<file path="src/rtl/rr_stream_mux_if.sv">
// Stream bundle for rr_stream_mux: N producer channels in, one registered consumer channel out.
// The mux takes the slave side; the producer/consumer environment takes the master side.
interface rr_stream_mux_if #(
  parameter int N = 4,
  parameter int W = 8
);
  localparam int SW = (N > 1) ? $clog2(N) : 1;

  logic            fixed_pri;
  logic [N*W-1:0]  in_data;
  logic [N-1:0]    in_valid;
  logic [N-1:0]    in_ready;
  logic [W-1:0]    out_data;
  logic [SW-1:0]   out_sel;
  logic            out_valid;
  logic            out_ready;

  modport master (
    output fixed_pri, in_data, in_valid, out_ready,
    input  in_ready, out_data, out_sel, out_valid
  );

  modport slave (
    input  fixed_pri, in_data, in_valid, out_ready,
    output in_ready, out_data, out_sel, out_valid
  );
endinterface

</file>
<file path="src/rtl/rr_stream_mux.sv">
// N-channel streaming multiplexer: round-robin or fixed-priority grant feeding a single
// registered output stage with valid/ready handshakes on both sides.
module rr_stream_mux #(
  parameter int N = 4,
  parameter int W = 8
) (
  input  logic            clk,
  input  logic            rst_n,
  rr_stream_mux_if.slave  bus
);
  localparam int SW = (N > 1) ? $clog2(N) : 1;

  logic [SW-1:0] ptr;
  logic [SW-1:0] grant;
  logic [SW-1:0] cand;
  logic          found;
  logic          load;
  logic          take;

  // The output register can accept a word when empty or when its current word leaves now.
  assign load = ~bus.out_valid | bus.out_ready;
  assign take = rst_n & load & found;

  always_comb begin
    // NOTE: every variable gets a default before any branch, so no latch is inferred.
    found = 1'b0;
    grant = '0;
    cand  = '0;
    for (int k = 0; k < N; k++) begin
      cand = bus.fixed_pri ? SW'(k) : SW'((int'(ptr) + k) % N);
      if (!found && bus.in_valid[cand]) begin
        found = 1'b1;
        grant = cand;
      end
    end
  end

  always_comb begin
    bus.in_ready = '0;
    if (take) bus.in_ready[grant] = 1'b1;
  end

  // NOTE: sequential state uses non-blocking assignments so all registers update together.
  always_ff @(posedge clk or negedge rst_n) begin
    if (!rst_n) begin
      bus.out_valid <= 1'b0;
      bus.out_data  <= '0;
      bus.out_sel   <= '0;
      ptr           <= '0;
    end else if (take) begin
      bus.out_valid <= 1'b1;
      bus.out_data  <= bus.in_data[int'(grant)*W +: W];
      bus.out_sel   <= grant;
      if (!bus.fixed_pri) ptr <= (grant == SW'(N-1)) ? '0 : grant + 1'b1;
    end else if (bus.out_ready) begin
      bus.out_valid <= 1'b0;
    end
  end
endmodule

</file>
<file path="src/flat_wrapper.sv">
// flat-port wrapper written by rule: the top's interface ports become plain ports
module rr_stream_mux_flat 
#(
  parameter int N = 4,
  parameter int W = 8
)
  (clk, rst_n, bus_fixed_pri, bus_in_data, bus_in_valid, bus_out_ready, bus_in_ready, bus_out_data, bus_out_sel, bus_out_valid);
  rr_stream_mux_if #(.N(N), .W(W)) bus_i ();
  input  logic clk;
  input  logic rst_n;
  input wire logic [$bits(bus_i.fixed_pri)-1:0] bus_fixed_pri;
  input wire logic [$bits(bus_i.in_data)-1:0] bus_in_data;
  input wire logic [$bits(bus_i.in_valid)-1:0] bus_in_valid;
  input wire logic [$bits(bus_i.out_ready)-1:0] bus_out_ready;
  output wire logic [$bits(bus_i.in_ready)-1:0] bus_in_ready;
  output wire logic [$bits(bus_i.out_data)-1:0] bus_out_data;
  output wire logic [$bits(bus_i.out_sel)-1:0] bus_out_sel;
  output wire logic [$bits(bus_i.out_valid)-1:0] bus_out_valid;
  assign bus_i.fixed_pri = bus_fixed_pri;
  assign bus_i.in_data = bus_in_data;
  assign bus_i.in_valid = bus_in_valid;
  assign bus_i.out_ready = bus_out_ready;
  assign bus_in_ready = bus_i.in_ready;
  assign bus_out_data = bus_i.out_data;
  assign bus_out_sel = bus_i.out_sel;
  assign bus_out_valid = bus_i.out_valid;
  rr_stream_mux #(.N(N), .W(W)) u_core (.clk(clk), .rst_n(rst_n), .bus(bus_i));
endmodule
</file>
<file path="config.mk">
export PLATFORM = sky130hd
export DESIGN_NAME = rr_stream_mux_flat
export DESIGN_NICKNAME = d
export VERILOG_FILES = /design/src/rtl/rr_stream_mux_if.sv /design/src/rtl/rr_stream_mux.sv /design/src/flat_wrapper.sv
export SDC_FILE = /design/constraint.sdc
export NUM_CORES = 1
export LEC_CHECK = 0
export CORE_UTILIZATION = 39
export CTS_BUF_LIST = sky130_fd_sc_hd__clkbuf_8 sky130_fd_sc_hd__clkbuf_16
export CTS_CLUSTER_SIZE = 25
export DETAILED_ROUTE_END_ITERATION = 8
export PLACE_DENSITY = 0.79
export SETUP_SLACK_MARGIN = 0.05
export SLEW_MARGIN = 5
export SYNTH_ARGS = -nofsm -noshare
export SYNTH_HDL_FRONTEND = slang
export SYNTH_SLANG_ARGS = --single-unit
</file>
<file path="constraint.sdc">
create_clock -name clk -period 2.4 [get_ports clk]
set_input_delay 0.24 -clock clk [delete_from_list [all_inputs] [get_ports clk]]
set_output_delay 0.24 -clock clk [all_outputs]
set_load 0.02 [all_outputs]
</file>
* Yosys cells after proc, flatten, opt, wreduce, memory -nomap -nowiden
Index checks and enable logic that the tools add are counted.
Widths: inputs -> output; s select.
** Storage, ports and cells
- Flip-flop bits (word level) :: 13
- Input bits :: 40
- Output and inout port bits :: 15
- Word-level logic and storage cells :: 56
** Cells by class
- $add $sub $neg :: 4
- Magnitude comparators :: 6
- Equality and inequality tests :: 1
- Shifts and indexed selects :: 1
- Muxes and demuxes :: 26
- Bitwise logic cells :: 5
- Reduce and logical (&&, ||, !) cells :: 9
** Operators with widths (count)
- $shiftx 32x6->8 :: 1
- $mux 2 :: 9
- $lt 2x3->1 const B :: 5
- $mux 1 :: 11
- $bmux 1 s2 :: 4
- $add 2x1->2 const B :: 2
- $add 2x2->2 const B :: 2
- $logic_and 1x1->1 :: 4
- $mux 4 :: 1
- $logic_not 1->1 :: 3
- $and 1x1->1 :: 2
- $demux 1 s2 :: 1
- $eq 2x2->1 const B :: 1
- $ge 2x1->1 const B :: 1
- $not 1->1 :: 2
- $reduce_and 2->1 :: 1
- $reduce_bool 2->1 :: 1
- $or 1x1->1 :: 1

* Depth between registers and ports, before layout
Gate-level depths: netlist of run 1.
- Depth in word-level cells :: 18
- Depth in mapped cells :: 10
- Depth with buffers taken out :: 7

* Worst setup path after synthesis of run 1
Ideal clock, no wire load.
- Path kind :: reg-to-output
- Start :: register u_core.ptr[1]
- End :: output port bus_in_ready[0]
- Data arrival time :: 1.998 ns
- Data required time :: 2.160 ns
- Setup slack :: 0.162 ns
- Stages on the path, launching flop included :: 9
- Buffers on the path :: 2
- Cell sequence :: dfrtp_1 -> buf_6 -> a2111oi_2 -> nor3_2 -> o21bai_4 -> mux2i_4 -> buf_8 -> inv_1 -> nor2_1
** On the way
- Longest elaborated chain between the ends :: 18
- Elaborated cells on any way between the ends :: 36
- Those cells by class :: add/sub (3); order compare (2); mux (23); bitwise (1); reduce/logical (7)
** RTL lines
- start: declaration :: RTL line rr_stream_mux.sv:13 : logic [SW-1:0] ptr;
- start signal: assignment :: RTL line rr_stream_mux.sv:54 : if (!bus.fixed_pri) ptr <= (grant == SW'(N-1)) ? '0 : grant + 1'b1;
- branches (longest 17 deep; another with $add 2x1->2)
- $mux 4 * :: RTL line rr_stream_mux.sv:40 : if (take) bus.in_ready[grant] = 1'b1;
- end: declaration :: RTL line flat_wrapper.sv:15 : output wire logic [$bits(bus_i.in_ready)-1:0] bus_in_ready;
Mark *: on every way between the ends. The select of a mux whose other input is x is not followed.

* Worst setup path in the final report of run 1
- Start :: register u_core.ptr[0]
- End :: register u_core.bus.out_data[1]
** On the way
- Longest elaborated chain between the ends :: 14
- Elaborated cells on any way between the ends :: 31
- Those cells by class :: add/sub (3); shift (1); mux (20); bitwise (1); reduce/logical (6)
** RTL lines
- branches (longest 14 deep; another with $add 2x1->2)
- end signal: assignment :: RTL line rr_stream_mux.sv:52 : bus.out_data <= bus.in_data[int'(grant)*W +: W];
- end: declaration :: RTL line rr_stream_mux_if.sv:25 : output in_ready, out_data, out_sel, out_valid
Several ways; the timed one is not identified. The select of a mux whose other input is x is not followed.
A chain may end at the register's enable or synchronous reset.

==> results.yml, run 1 <==
flow_run:
  max-cap-violations: 0
power_and_ir_drop:
  cellPowerDensity_mw_per_mm2: 918
  power_frac_seq_pct: 21.9
  power_frac_clock_pct: 10.6
  netSwitchingPower_w: 0.000671
  cellInternalPower_w: 0.00112
  p_comb_share_pct: 67.5
  swShare_pct: 37.4
  max-vdd-ir-drop_mv: 0.825
  static-leakage-power_nw: 0.884
  post-layout-total-power_w: 0.00179
floorplan:
  floorplan.io_pins: 55
  die_width_um: 54.4
  floorplan.initialDensity_pct: 42.1
  std_cell_rows: 18
  die_height_um: 54.4
  die_area_mm2: 0.00296
  design.core.area_mm2: 0.00254
timing:
  totalNegativeSetupSlack_ns: -0.188
  timing.hold.ws_ns: 0.359
  slew_viol_final: 0
  time_the_final_worst_path_needs_with_i_o_delays_and_setup_ns: 2.48
  finalSetupViolations: 7
  clock_skew_ns: 0.00337
  timing_worst_slew_pin_value_ns: 0.541
  max_slew_margin_pct: 63.9
  number_of_hold_slack_violations_in_the_final_timing_report: 0
  max_freq_ghz: 0.403
  timing.final.ws_setup_ns: -0.0795
  grt_setup_unrepaired: "yes"
  post-route-period-util_pct: 103
min_path:
  holdCritPathClass: "in2async"
worst_setup_path:
  critPathSlowestCell: "sky130_fd_sc_hd__dfrtp_2"
  worstPathRequired_ns: 2.53
  startpoint_type: "register"
  critPathCaptureType: "register"
  startpoint_to_endpoint_class_of_the_critical_path: "reg2reg"
  worst-endpoint-arrival_ns: 2.61
  critical-path-max-stage-delay_ns: 0.43
  timing.critical_path.buf_inv: 2
  crit_fanout: 8
  cp_top_family: "compound AO/OA/AOI/OAI gates"
  critical_path.cell_chain: "nand2b_1 -> a2bb2oi_1 -> o22a_1 -> buf_6 -> o31ai_4 -> buf_6 -> mux2i_1 -> mux2i_1 -> mux2_2"
clock_network:
  cts_tree: "built"
  path_clk_slew_ns: 0.06
  clock_tree.htree_level_count: 1
  total_of_hold_buffers_inserted_after_clock_tree_synthesis: 0
  cts_buffers: 3
  root_buffer: "sky130_fd_sc_hd__clkbuf_8"
  clock_sink_count: 13
  cts_buffer_depth: 2
  clkLatencyLatePin_ns: 0.24
detailed_routing:
  number_of_remaining_drc_errors: 0
  dr.pass1.iters: 4
  viasPerCell: 5.04
  antenna_left: 0
  routedWlPerCell_um: 15.4
  num_vias: 1083
  drtIter0Drc: 10
  routed_wl_mm: 3.31
logic_synthesis:
  synthFlopType: "sky130_fd_sc_hd__dfrtp_1"
  yosys_register_bits: 13
  syn_area_per_cell_um2: 10.3
  number_of_flops_mapped_to_enable_cells_by_yosys: 0
  syn_area_mm2: 0.00107
  synthesis.instances: 104
  synth_sequential_area_ratio_pct: 30.4
  async_reset_ff_share_pct: 100
  synth_cell_type_count: 32
  syn-num-nets: 144
  ys_warn_count: 0
placement:
  port_buffers: 54
  place.gp.congestion: 0.799
  dp_slack_ns: -0.402
  hpwlAfterDp_mm: 2.47
global_route:
  antenna_found_initial: 0
  grt_max_degree: 14
  wire_length_of_the_first_global_routing_pass_mm: 4.80
  via_count_of_the_first_global_routing_pass: 1114
  globalRoute.totalOverflow: 0
  groute.usage.overall_pct: 22.9
finish:
  syn2layout_area_growth_pct: 82.5
  post_route_cells_drive_above_1_share_pct: 34.6
  antenna-diode-count: 0
  post-route-util_pct: 76.8
  final_nets: 226
  fillerInstances: 169
run_status:
  status: "complete, but fails checks"
  violations: "negative setup slack"
[cell usage after synthesis (all sizes together) (2+ instances only)]
library cell / n / area share [%]
nor2b: 3 / 1.8
nor3: 3 / 1.9
clkbuf: 2 / 0.70
buf: 6 / 6.7
o21bai: 2 / 2.5
o21a: 2 / 1.4
and3: 2 / 1.2
nor2: 8 / 2.8
dfrtp: 13 / 30
mux2i: 27 / 26
o21ai: 4 / 1.9
mux2: 8 / 8.4
nand2: 3 / 1.1
inv: 6 / 2.1
a21oi: 4 / 1.9
[cell type report]
type | instances | area, um2 | share of cell area (%)
Timing Repair Buffer | 85 | 792 | 40.5
Multi-Input combinational cell | 77 | 729 | 37.3
Clock buffer | 3 | 41.3 | 2.11
Clock inverter | 1 | 3.75 | 0.192
Inverter | 6 | 22.5 | 1.15
Tap cell | 30 | 37.5 | 1.92
Sequential cell | 13 | 328 | 16.8
[worst register-to-register path, cell delays in order, from the launching register on]
cell and delay [ns]:
sky130_fd_sc_hd__dfrtp_2 0.43, sky130_fd_sc_hd__nand2b_1 0.19, sky130_fd_sc_hd__a2bb2oi_1 0.14, sky130_fd_sc_hd__o22a_1 0.24, sky130_fd_sc_hd__buf_6 0.13, sky130_fd_sc_hd__o31ai_4 0.39, sky130_fd_sc_hd__buf_6 0.21, sky130_fd_sc_hd__mux2i_1 0.24
sky130_fd_sc_hd__mux2i_1 0.12, sky130_fd_sc_hd__mux2_2 0.27
[cells by family (layout without fill, tap and decap cells)]
kind of cell | after synthesis | count (layout) | share of synthesized area, %
XOR/XNOR | 1 | 1 | 0.818
flip-flops | 13 | 13 | 30.4
buffers and inverters | 14 | 95 | 9.46
AND/OR/NAND/NOR | 21 | 21 | 9.93
AO/OA/AOI/OAI | 20 | 20 | 14.6
multiplexers | 35 | 35 | 34.8
[repair_timing]
item                                    4_1_cts  5_1_grt
pin swaps                                     3        7
endpoints found under the setup margin       12       13
setup buffers                                 6        5
hold endpoints to repair                      0        0
gates resized for setup                      29       19
[cells in the final DEF (no fill, tap or decap), types with 2 or more instances in the layout]
cell type,Yosys,routed
sky130_fd_sc_hd__clkdlybuf4s50_1,0,49
sky130_fd_sc_hd__dfrtp_2,0,2
sky130_fd_sc_hd__buf_4,1,27
sky130_fd_sc_hd__mux2_4,0,6
sky130_fd_sc_hd__inv_1,5,4
sky130_fd_sc_hd__nand2_1,3,2
sky130_fd_sc_hd__buf_6,3,8
sky130_fd_sc_hd__nor2b_1,3,2
sky130_fd_sc_hd__o21ai_0,4,4
sky130_fd_sc_hd__mux2i_1,26,25
sky130_fd_sc_hd__and3_1,2,2
sky130_fd_sc_hd__dfrtp_1,13,11
sky130_fd_sc_hd__mux2_2,8,2
sky130_fd_sc_hd__a21oi_1,4,4
sky130_fd_sc_hd__nor2_1,8,7
sky130_fd_sc_hd__inv_2,1,3
sky130_fd_sc_hd__o21a_1,2,2
sky130_fd_sc_hd__clkbuf_8,0,3
[per-stage QoR]
step,instances,area [um2]
2_1_floorplan,104,1070
3_3_place_gp,203,1760
3_5_place_dp,203,1760
4_1_cts,212,1860
5_1_grt,215,1950
6_report,215,1950
[sequential cells by signal, indices dropped and copies added, names as in the netlist]
signal	count
u_core.bus.out_valid	1
u_core.bus.out_sel	2
u_core.bus.out_data	8
u_core.ptr	2
[power by group through the flow]
stage	combinational [W]	clock [W]	sequential [W]
6_report	0.00121	0.000190	0.000393
5_1_grt	0.00129	0.000201	0.000405
4_1_cts	0.00110	0.000193	0.000394
3_5_place_dp	0.00102	0	0.000389
3_3_place_gp	0.000996	0	0.000382
2_1_floorplan	0.000535	0	0.000462
[routing by layer]
layer	part of all wire [%]	global-route usage, %
met4	0.64	7.69
met3	6.1	5.83
met1	40	23.7
met2	54	43.9
met5	0	0
[final timing paths]
kind | start | end | slack (ns) | depth (start not counted)
max in group asynchronous | rst_n | u_core.ptr[1]$_DFFE_PN0P_ | 1.85 | 2
worst min register to register | u_core.bus.out_sel[1]$_DFFE_PN0P_ | u_core.bus.out_sel[1]$_DFFE_PN0P_ | 0.50 | 1
worst max register to register | u_core.ptr[0]$_DFFE_PN0P_ | u_core.bus.out_data[1]$_DFFE_PN0P_ | -0.08 | 9
worst min-delay path | rst_n | u_core.bus.out_data[1]$_DFFE_PN0P_ | 0.36 | 2
min in group clk | u_core.bus.out_sel[1]$_DFFE_PN0P_ | u_core.bus.out_sel[1]$_DFFE_PN0P_ | 0.50 | 1
worst max-delay path | u_core.ptr[0]$_DFFE_PN0P_ | u_core.bus.out_data[1]$_DFFE_PN0P_ | -0.08 | 9
No activity file was read; power rests on OpenSTA's default activity.
==> inputs of run 2 (changes only) <==
--- a/config.mk
+++ b/config.mk
@@ -5,6 +5,7 @@
 export SDC_FILE = /design/constraint.sdc
 export NUM_CORES = 1
 export LEC_CHECK = 0
+export CORE_MARGIN = 3
 export CORE_UTILIZATION = 39
 export CTS_BUF_LIST = sky130_fd_sc_hd__clkbuf_8 sky130_fd_sc_hd__clkbuf_16
 export CTS_CLUSTER_SIZE = 25
==> results.yml, run 2 (synthesized netlist as in run 1, its figures left out) <==
power_and_ir_drop:
  power_frac_seq_pct: 22.6
  max-vdd-ir-drop_mv: 0.770
  cellPowerDensity_mw_per_mm2: 898
  netSwitchingPower_w: 0.000657
  p_comb_share_pct: 66.5
  swShare_pct: 38.0
  cellInternalPower_w: 0.00107
  static-leakage-power_nw: 0.885
  power_frac_clock_pct: 10.9
clock_network:
  clock_sink_count: 13
  cts_buffer_depth: 2
  cts_buffers: 3
  total_of_hold_buffers_inserted_after_clock_tree_synthesis: 0
  clock_tree.htree_level_count: 1
  path_clk_slew_ns: 0.05
  root_buffer: "sky130_fd_sc_hd__clkbuf_8"
  cts_tree: "built"
  clkLatencyLatePin_ns: 0.24
timing:
  time_the_final_worst_path_needs_with_i_o_delays_and_setup_ns: 2.36
  max_slew_margin_pct: 62.9
  timing_worst_slew_pin_value_ns: 0.550
  number_of_hold_slack_violations_in_the_final_timing_report: 0
  grt_setup_unrepaired: "yes"
  post-route-period-util_pct: 98.2
  timing.final.ws_setup_ns: 0.0427
  max_freq_ghz: 0.424
  timing.hold.ws_ns: 0.429
  clock_skew_ns: 0.00291
  slew_viol_final: 0
  finalSetupViolations: 0
worst_setup_path:
  critical_path.cell_chain: "mux2i_1 -> a2bb2oi_1 -> o22a_1 -> buf_6 -> o31ai_4 -> buf_6 -> mux2i_1 -> mux2i_1 -> mux2_4"
  worstPathRequired_ns: 2.53
  worstReg2RegStart: "u_core.ptr[1]$_DFFE_PN0P_"
  cp_top_family: "multiplexers"
  critical-path-max-stage-delay_ns: 0.46
  critPathCaptureType: "register"
  startpoint_to_endpoint_class_of_the_critical_path: "reg2reg"
  critPathSlowestCell: "sky130_fd_sc_hd__dfrtp_2"
  worst-endpoint-arrival_ns: 2.49
  worst_setup_path_startpoint: "u_core.ptr[1]$_DFFE_PN0P_"
  startpoint_type: "register"
  crit_fanout: 8
  crit_path_frequent_cell: "sky130_fd_sc_hd__mux2i_1"
  timing.critical_path.buf_inv: 2
finish:
  mostFrequentLayoutCell: "sky130_fd_sc_hd__clkdlybuf4s50_1"
  post_route_cells_drive_above_1_share_pct: 33.0
  largestRegisters: "u_core.bus.out_data x8, u_core.bus.out_sel x2, u_core.ptr x2"
  most_used_cells_in_the_layout_excluding_fill_and_tap_cells: "sky130_fd_sc_hd__clkdlybuf4s50_1 (47), sky130_fd_sc_hd__buf_4 (25), sky130_fd_sc_hd__mux2i_1 (24), sky130_fd_sc_hd__dfrtp_1 (12), sky130_fd_sc_hd__mux2_4 (8)"
  final_nets: 223
  fillerInstances: 164
  register_name_with_the_most_flops: "u_core.bus.out_data"
  antenna-diode-count: 0
  syn2layout_area_growth_pct: 79.9
  max_ffs_per_register: 8
placement:
  place.gp.congestion: 0.856
  hpwlAfterDp_mm: 2.48
  port_buffers: 54
  dp_slack_ns: -0.364
floorplan:
  die_area_mm2: 0.00341
  std_cell_rows: 18
  design.core.area_mm2: 0.00254
  floorplan.io_pins: 55
  floorplan.initialDensity_pct: 42.1
  die_height_um: 58.4
  die_width_um: 58.4
global_route:
  grt_max_degree: 14
  via_count_of_the_first_global_routing_pass: 1176
  antenna_found_initial: 0
  wire_length_of_the_first_global_routing_pass_mm: 5.34
  groute.usage.overall_pct: 20.4
  globalRoute.totalOverflow: 0
min_path:
  holdCritPathClass: "in2async"
run_status:
  status: "finished clean"
detailed_routing:
  routed_wl_mm: 3.36
  drtIter0Drc: 36
  dr.pass1.iters: 4
  viasPerCell: 5.14
  num_vias: 1089
  routedWlPerCell_um: 15.8
  antenna_left: 0
  number_of_remaining_drc_errors: 0
flow_run:
  max-cap-violations: 0
-- run 2: cell count changes in the layout (fill, tap and decap cells not counted), moves of 2 or more --
cell / previous run / this run
sky130_fd_sc_hd__buf_4: 27 / 25
sky130_fd_sc_hd__clkdlybuf4s50_1: 49 / 47
sky130_fd_sc_hd__dlymetal6s2s_1: 0 / 2
sky130_fd_sc_hd__mux2_2: 2 / 0
sky130_fd_sc_hd__mux2_4: 6 / 8
sky130_fd_sc_hd__nor2_1: 7 / 5
sky130_fd_sc_hd__nor2_2: 1 / 3
-- run 2: power groups by stage --
| stage | clock network [W] | registers [W] | logic (W) |
|---|---|---|---|
| after CTS | 0.000195 | 0.000392 | 0.00106 |
| after floorplan | 0 | 0.000462 | 0.000535 |
| after global placement | 0 | 0.000383 | 0.000987 |
| after detailed placement | 0 | 0.000387 | 0.00101 |
| final | 0.000189 | 0.000392 | 0.00115 |
| after global routing | 0.000206 | 0.000408 | 0.00123 |
-- run 2: layout make-up --
| cell class | instances | area [um2] | share of cell area [%] |
|---|---|---|---|
| clock inverters | 1 | 3.75 | 0.195 |
| well taps | 30 | 37.5 | 1.95 |
| multi-input cells | 77 | 724 | 37.6 |
| repair buffers | 82 | 771 | 40.0 |
| flip-flops and latches | 13 | 327 | 16.9 |
| clock buffers | 3 | 41.3 | 2.14 |
| inverters | 6 | 22.5 | 1.17 |
-- run 2: worst register-to-register path, stage by stage (launching register included) --
cell and delay, ns:
sky130_fd_sc_hd__dfrtp_2 0.46, sky130_fd_sc_hd__mux2i_1 0.21, sky130_fd_sc_hd__a2bb2oi_1 0.09, sky130_fd_sc_hd__o22a_1 0.24
sky130_fd_sc_hd__buf_6 0.13, sky130_fd_sc_hd__o31ai_4 0.30, sky130_fd_sc_hd__buf_6 0.22, sky130_fd_sc_hd__mux2i_1 0.24
sky130_fd_sc_hd__mux2i_1 0.10, sky130_fd_sc_hd__mux2_4 0.26
-- run 2: worst paths after layout --
path	depth (start not counted)	slack, ns	endpoint
max	9	0.04	u_core.bus.out_data[0]$_DFFE_PN0P_
min	2	0.43	u_core.bus.out_data[1]$_DFFE_PN0P_
max reg2reg	9	0.04	u_core.bus.out_data[0]$_DFFE_PN0P_
min reg2reg	1	0.51	u_core.bus.out_data[5]$_DFFE_PN0P_
max in group asynchronous	2	1.79	u_core.ptr[1]$_DFFE_PN0P_
min in group clk	1	0.51	u_core.bus.out_data[5]$_DFFE_PN0P_
-- run 2: stage by stage --
| stage | instance area, um2 | std cells | setup TNS, ns | power (W) | util, % |
|---|---|---|---|---|---|
| finish | 1930 | 212 | 0 | 0.00173 | 75.7 |
| global route | 1930 | 212 | -0.688 | 0.00184 | 75.7 |
| CTS | 1830 | 208 | -0.00591 | 0.00165 | 71.9 |
| detailed placement | 1760 | 204 | -3.27 | 0.00140 | 69.3 |
| global placement | 1760 | 204 | -2.59 | 0.00137 | 69.3 |
| floorplan | 1070 | 104 | 0 | 0.000997 | - |
-- run 2: repair_timing --
action / 4_1_cts / 5_1_grt
endpoints found under the hold margin: 0 / 0
setup endpoints to repair: 12 / 12
cloned: 0 / 0
gates resized for setup: 28 / 21
setup buffers: 0 / 4
pin swaps: 2 / 7
-- run 2: layer usage --
metal | part of all wire, % | wire [um] | GRT usage (%) | vias to the layer above
li1 | - | - | - | 528
met5 | 0 | 0 | 0 | -
met1 | 39 | 1290 | 23.8 | 512
met2 | 52 | 1750 | 35.9 | 44
met3 | 8.0 | 268 | 5.92 | 5
met4 | 1.4 | 47 | 6.29 | 0
